`config.mk`:
```
export PLATFORM = sky130hd
export DESIGN_NAME = fp_to_twos_decoder
export DESIGN_NICKNAME = d
export VERILOG_FILES = /design/src/rtl/fp_to_twos_decoder.sv
export SDC_FILE = /design/constraint.sdc
export NUM_CORES = 1
export LEC_CHECK = 0
export ABC_CLOCK_PERIOD_IN_PS = 2250
export BUFFER_PORTS_ARGS = -buffer_cell sky130_fd_sc_hd__buf_2
export CAP_MARGIN = 5
export CORE_MARGIN = 5
export CORE_UTILIZATION = 54
export DETAILED_ROUTE_END_ITERATION = 12
export PLACE_DENSITY = 0.84
export SETUP_SLACK_MARGIN = 0.05
export SLEW_MARGIN = 20
export SYNTH_ARGS = -nofsm -noshare
export SYNTH_HDL_FRONTEND = slang
export SYNTH_SLANG_ARGS = --single-unit
```
`constraint.sdc`:
```
create_clock -name clk -period 2.25 [get_ports clk]
set_clock_uncertainty 0.05 [all_clocks]
set_input_delay 0.225 -clock clk [delete_from_list [all_inputs] [get_ports clk]]
set_output_delay 0.225 -clock clk [all_outputs]
set_load 0.05 [all_outputs]
```
`src/rtl/fp_to_twos_decoder.sv`:
```
// Serial decoder from an 8-bit float {S, E, F} to a W-bit two's-complement value.
// The significand is shifted left one bit per clock under a down-counter
// loaded with E. The sign is applied once the shift completes.
// Only FW + 2^EW - 1 <= W - 1 is supported: the magnitude then always fits in
// W-1 bits, so the sign bit of D is never lost.
module fp_to_twos_decoder #(
    parameter int W  = 12,
    parameter int EW = 3,
    parameter int FW = 4
) (
    input  logic                clk,
    input  logic                rst,
    input  logic                in_valid,
    output logic                in_ready,
    input  logic                S,
    input  logic [EW-1:0]       E,
    input  logic [FW-1:0]       F,
    output logic                out_valid,
    input  logic                out_ready,
    output logic signed [W-1:0] D
);

    typedef enum logic [1:0] {
        IDLE  = 2'd0,
        SHIFT = 2'd1,
        DONE  = 2'd2
    } state_t;

    state_t        state;
    state_t        state_nxt;
    logic [W-1:0]  mag;
    logic [EW-1:0] cnt;
    logic          sign_r;

    // Negate the unsigned magnitude when the sign bit is set.
    // A zero magnitude negates to zero, so negative zero cannot appear.
    function automatic logic signed [W-1:0] apply_sign(input logic s, input logic [W-1:0] m);
        logic [W-1:0] neg;
        neg = ~m + {{(W-1){1'b0}}, 1'b1};
        return s ? $signed(neg) : $signed(m);
    endfunction

    assign in_ready = (state == IDLE) && !rst;

    // State register; reset drops any operation in flight.
    always_ff @(posedge clk) begin
        if (rst) begin
            state <= IDLE;
        end else begin
            state <= state_nxt;
        end
    end

    // Next-state logic: accept in IDLE, count down in SHIFT, hold until consumed in DONE.
    always_comb begin
        state_nxt = state;
        case (state)
            IDLE:    if (in_valid)      state_nxt = SHIFT;
            SHIFT:   if (cnt == '0)     state_nxt = DONE;
            DONE:    if (out_ready)     state_nxt = IDLE;
            default:                    state_nxt = IDLE;
        endcase
    end

    // Datapath: capture inputs on accept, shift the magnitude, then publish D.
    always_ff @(posedge clk) begin
        if (rst) begin
            mag       <= '0;
            cnt       <= '0;
            sign_r    <= 1'b0;
            D         <= '0;
            out_valid <= 1'b0;
        end else begin
            case (state)
                IDLE: begin
                    if (in_valid) begin
                        mag    <= {{(W-FW){1'b0}}, F};
                        cnt    <= E;
                        sign_r <= S;
                    end
                end
                SHIFT: begin
                    if (cnt != '0) begin
                        mag <= mag << 1;
                        cnt <= cnt - {{(EW-1){1'b0}}, 1'b1};
                    end else begin
                        D         <= apply_sign(sign_r, mag);
                        out_valid <= 1'b1;
                    end
                end
                DONE: begin
                    if (out_ready) begin
                        out_valid <= 1'b0;
                    end
                end
                default: begin
                    out_valid <= 1'b0;
                end
            endcase
        end
    end

endmodule
```
==> run_summary.xml <==
<?xml version="1.0" encoding="UTF-8"?>
<metrics>
  <group name="status">
    <metric name="outcome" unit="">finished, final reports clean</metric>
  </group>
  <group name="drt">
    <metric name="detailed_router_iteration_count_before_antenna_repair" unit="">4</metric>
    <metric name="via_per_inst" unit="">5.635</metric>
    <metric name="ant_nets" unit="">0</metric>
    <metric name="drt-wirelength-per-cell" unit="um">13.43</metric>
    <metric name="routed-via-count" unit="">1234</metric>
    <metric name="detail_route.iter0.violations" unit="">48</metric>
    <metric name="detail_route.drc_violations" unit="">0</metric>
    <metric name="wl" unit="um">2941</metric>
  </group>
  <group name="setup_path">
    <metric name="cp-start-kind" unit="">flip-flop</metric>
    <metric name="setup.worst_path.end_class" unit="">flip-flop</metric>
    <metric name="timing.setup.critical_path_class" unit="">flip-flop to flip-flop</metric>
    <metric name="worst_setup_path_startpoint" unit="">cnt[0]</metric>
    <metric name="worstPathArrival" unit="ps">1970</metric>
    <metric name="required_time_of_the_worst_setup_path" unit="ps">2450</metric>
    <metric name="timing.critical_path.fanout_max" unit="">13</metric>
    <metric name="timing.rr.start" unit="">cnt[0]</metric>
  </group>
  <group name="clock_tree">
    <metric name="clk_pin_slew_worst_paths" unit="ps">100</metric>
    <metric name="max-clock-path-buffers" unit="">2</metric>
    <metric name="htreeDepth" unit="">2</metric>
    <metric name="clock_sinks" unit="">31</metric>
    <metric name="cts_post_setup_buffers_inserted" unit="">0</metric>
    <metric name="post_cts_hold_buffer_count" unit="">0</metric>
    <metric name="cts-buffers-inserted" unit="">5</metric>
    <metric name="post_cts_resized" unit="">0</metric>
    <metric name="worstSkewPairLatency" unit="ps">330</metric>
    <metric name="cts_tree" unit="">yes</metric>
    <metric name="clk_root_buffer_cell" unit="">sky130_fd_sc_hd__clkbuf_4</metric>
  </group>
  <group name="placement">
    <metric name="place.port_buffers" unit="">25</metric>
    <metric name="gp_congestion" unit="">0.7565</metric>
    <metric name="hpwlAfterDp" unit="um">2124</metric>
  </group>
  <group name="floorplanning">
    <metric name="die_height" unit="um">61.91</metric>
    <metric name="initial_core_util" unit="">0.5769</metric>
    <metric name="floorplan.core_area" unit="mm2">0.002522</metric>
    <metric name="core.rowCount" unit="">18</metric>
    <metric name="die_area" unit="mm2">0.003833</metric>
    <metric name="die_width" unit="um">61.91</metric>
    <metric name="ios" unit="">26</metric>
  </group>
  <group name="global_route">
    <metric name="first_pass_grt_wire_length" unit="um">4788</metric>
    <metric name="grtUsageMet1" unit="">0.2020</metric>
    <metric name="groute.layer.met2.usage" unit="">0.2975</metric>
    <metric name="groute.usage.overall" unit="">0.1748</metric>
    <metric name="antenna_found_initial" unit="">0</metric>
    <metric name="global_route.usage.met3" unit="">0.06198</metric>
    <metric name="first_global_vias" unit="">1081</metric>
    <metric name="global_route_total_overflow" unit="">0</metric>
    <metric name="gr-max-usage-layer" unit="">met2</metric>
    <metric name="grt_max_degree" unit="">27</metric>
  </group>
  <group name="finish">
    <metric name="multi_input_gate_area_in_the_final_layout" unit="um2">753.2</metric>
    <metric name="fillCellCount" unit="">218</metric>
    <metric name="layout_commonest_cell" unit="">sky130_fd_sc_hd__dfxtp_1</metric>
    <metric name="post_route_cells_drive_above_1_share" unit="">0.2328</metric>
    <metric name="syn_to_final_growth" unit="%">14.62</metric>
    <metric name="insertedDiodeCount" unit="">0</metric>
    <metric name="register_area" unit="um2">620.6</metric>
    <metric name="final_net_count" unit="">203</metric>
    <metric name="most-common-layout-cells" unit="">sky130_fd_sc_hd__dfxtp_1, sky130_fd_sc_hd__nor2_1, sky130_fd_sc_hd__buf_2</metric>
  </group>
  <group name="timing">
    <metric name="totalNegativeSetupSlack" unit="ps">0</metric>
    <metric name="maximum_operating_frequency" unit="MHz">566.0</metric>
    <metric name="max_slew_margin" unit="">0.6580</metric>
    <metric name="final-max-slew-violation-count" unit="">0</metric>
    <metric name="grt_setup_unrepaired" unit="">false</metric>
    <metric name="report.final.setup_viol" unit="">0</metric>
    <metric name="tightest_slew" unit="ps">511.2</metric>
    <metric name="fin_hold_ws" unit="ps">68.73</metric>
    <metric name="final.period_utilization" unit="">0.7853</metric>
    <metric name="timing.final.crit_period" unit="ps">1767</metric>
    <metric name="timing.final.hold_violations" unit="">0</metric>
  </group>
  <group name="power_and_ir_drop">
    <metric name="power.density" unit="mW/mm2">901.2</metric>
    <metric name="power.ir.vdd_worst" unit="mV">0.6998</metric>
    <metric name="power_leakage" unit="nW">0.6461</metric>
  </group>
  <group name="logic_synthesis">
    <metric name="synthesis.area" unit="mm2">0.001455</metric>
    <metric name="ys.warnings.count" unit="">0</metric>
    <metric name="ys.flop_type" unit="">sky130_fd_sc_hd__dfxtp_1</metric>
    <metric name="synth_enable_flop_cells" unit="">0</metric>
    <metric name="mappedNetlistNets" unit="">180</metric>
    <metric name="postSynth.asyncResetShare" unit="">0</metric>
    <metric name="per_instance_average_area_after_synthesis" unit="um2">8.819</metric>
    <metric name="ys_seq_area_frac" unit="">0.4265</metric>
    <metric name="ys_seq_elements" unit="">31</metric>
    <metric name="post_synth_inst_count" unit="">165</metric>
    <metric name="netlist-cell-type-count" unit="">38</metric>
  </group>
  <group name="hold_path">
    <metric name="min_path_type" unit="">input pin to flip-flop</metric>
    <metric name="origin_of_the_worst_min_delay_path" unit="">S</metric>
  </group>
  <group name="run">
    <metric name="cap_violations" unit="">0</metric>
  </group>
</metrics>
-- per-layer routing --
layer  part of all wire  vias to the layer above  wire length, um
met5                  0                        -                0
li1                   -                      640                -
met1               0.44                      549             1300
met3              0.066                        8              195
met2               0.48                       37             1398
met4              0.016                        0               47
-- worst paths after layout --
kind             to  slack [ps]  cells after the start
max          mag[3]         480                      8
min          sign_r          70                      3
max reg2reg  mag[3]         480                      8
min reg2reg  cnt[1]         440                      2
-- layout make-up --
class,instances,area share
Clock buffer,6,0.03076
Clock inverter,2,0.02101
Inverter,8,0.01800
Multi-Input combinational cell,115,0.4516
Sequential cell,31,0.3721
Tap cell,30,0.02251
Timing Repair Buffer,27,0.08402
-- synth_stat cells (all sizes together) (2+ instances only) --
cell type	n	area share
dfxtp	31	0.43
nor2	28	0.072
a21oi	13	0.050
a211oi	12	0.065
nand2	9	0.023
a22o	8	0.048
inv	7	0.018
buf	6	0.022
clkbuf	5	0.013
nand2b	5	0.021
xnor2	5	0.030
a311oi	4	0.024
ha	3	0.026
o21ai	3	0.010
xor2	3	0.018
a31oi	2	0.0086
mux2i	2	0.014
nor2b	2	0.010
nor3	2	0.010
nor4	2	0.019
o22a	2	0.012
-- report_power, final --
| part | switching [mW] | internal (mW) | total [mW] |
|---|---|---|---|
| clock network | 0.196 | 0.262 | 0.458 |
| registers | 0.0497 | 0.599 | 0.649 |
| logic | 0.261 | 0.135 | 0.396 |
-- metrics by stage --
step	total power [mW]	util	worst slack, ps	instances	area, um2
final	1.503	0.6612	483.1	219	1668
after floorplan	0.9747	-	320.6	165	1455
after CTS	1.507	0.6612	486.2	219	1668
after detailed placement	1.057	0.6270	505.8	211	1582
after global placement	1.040	0.6270	594.7	211	1582
after global routing	1.583	0.6612	328.0	219	1668
-- state kept, by name, indices dropped and copies added, names as in the netlist --
register	flops
mag	12
state	2
out_valid	1
D	12
cnt	3
sign_r	1
-- cells by family (layout without fill, tap and decap cells) --
logic type,after synthesis,count (layout),share of synthesized area
AO/OA/AOI/OAI,50,50,0.2545
XOR/XNOR,8,8,0.04815
adder cells (fa/ha/maj),3,3,0.02580
buffers and inverters,19,43,0.05589
flip-flops,31,31,0.4265
multiplexers,2,2,0.01376
AND/OR/NAND/NOR,52,52,0.1754
-- worst max-delay path: stages, from the launching register on --
cell and delay, ps:
sky130_fd_sc_hd__dfxtp_1 340, sky130_fd_sc_hd__inv_1 60, sky130_fd_sc_hd__ha_1 190, sky130_fd_sc_hd__ha_1 230
sky130_fd_sc_hd__nand2b_1 170, sky130_fd_sc_hd__a21oi_2 150, sky130_fd_sc_hd__buf_4 200, sky130_fd_sc_hd__nor2_1 60
sky130_fd_sc_hd__a311oi_1 250
(Power assumes the default switching activity.)
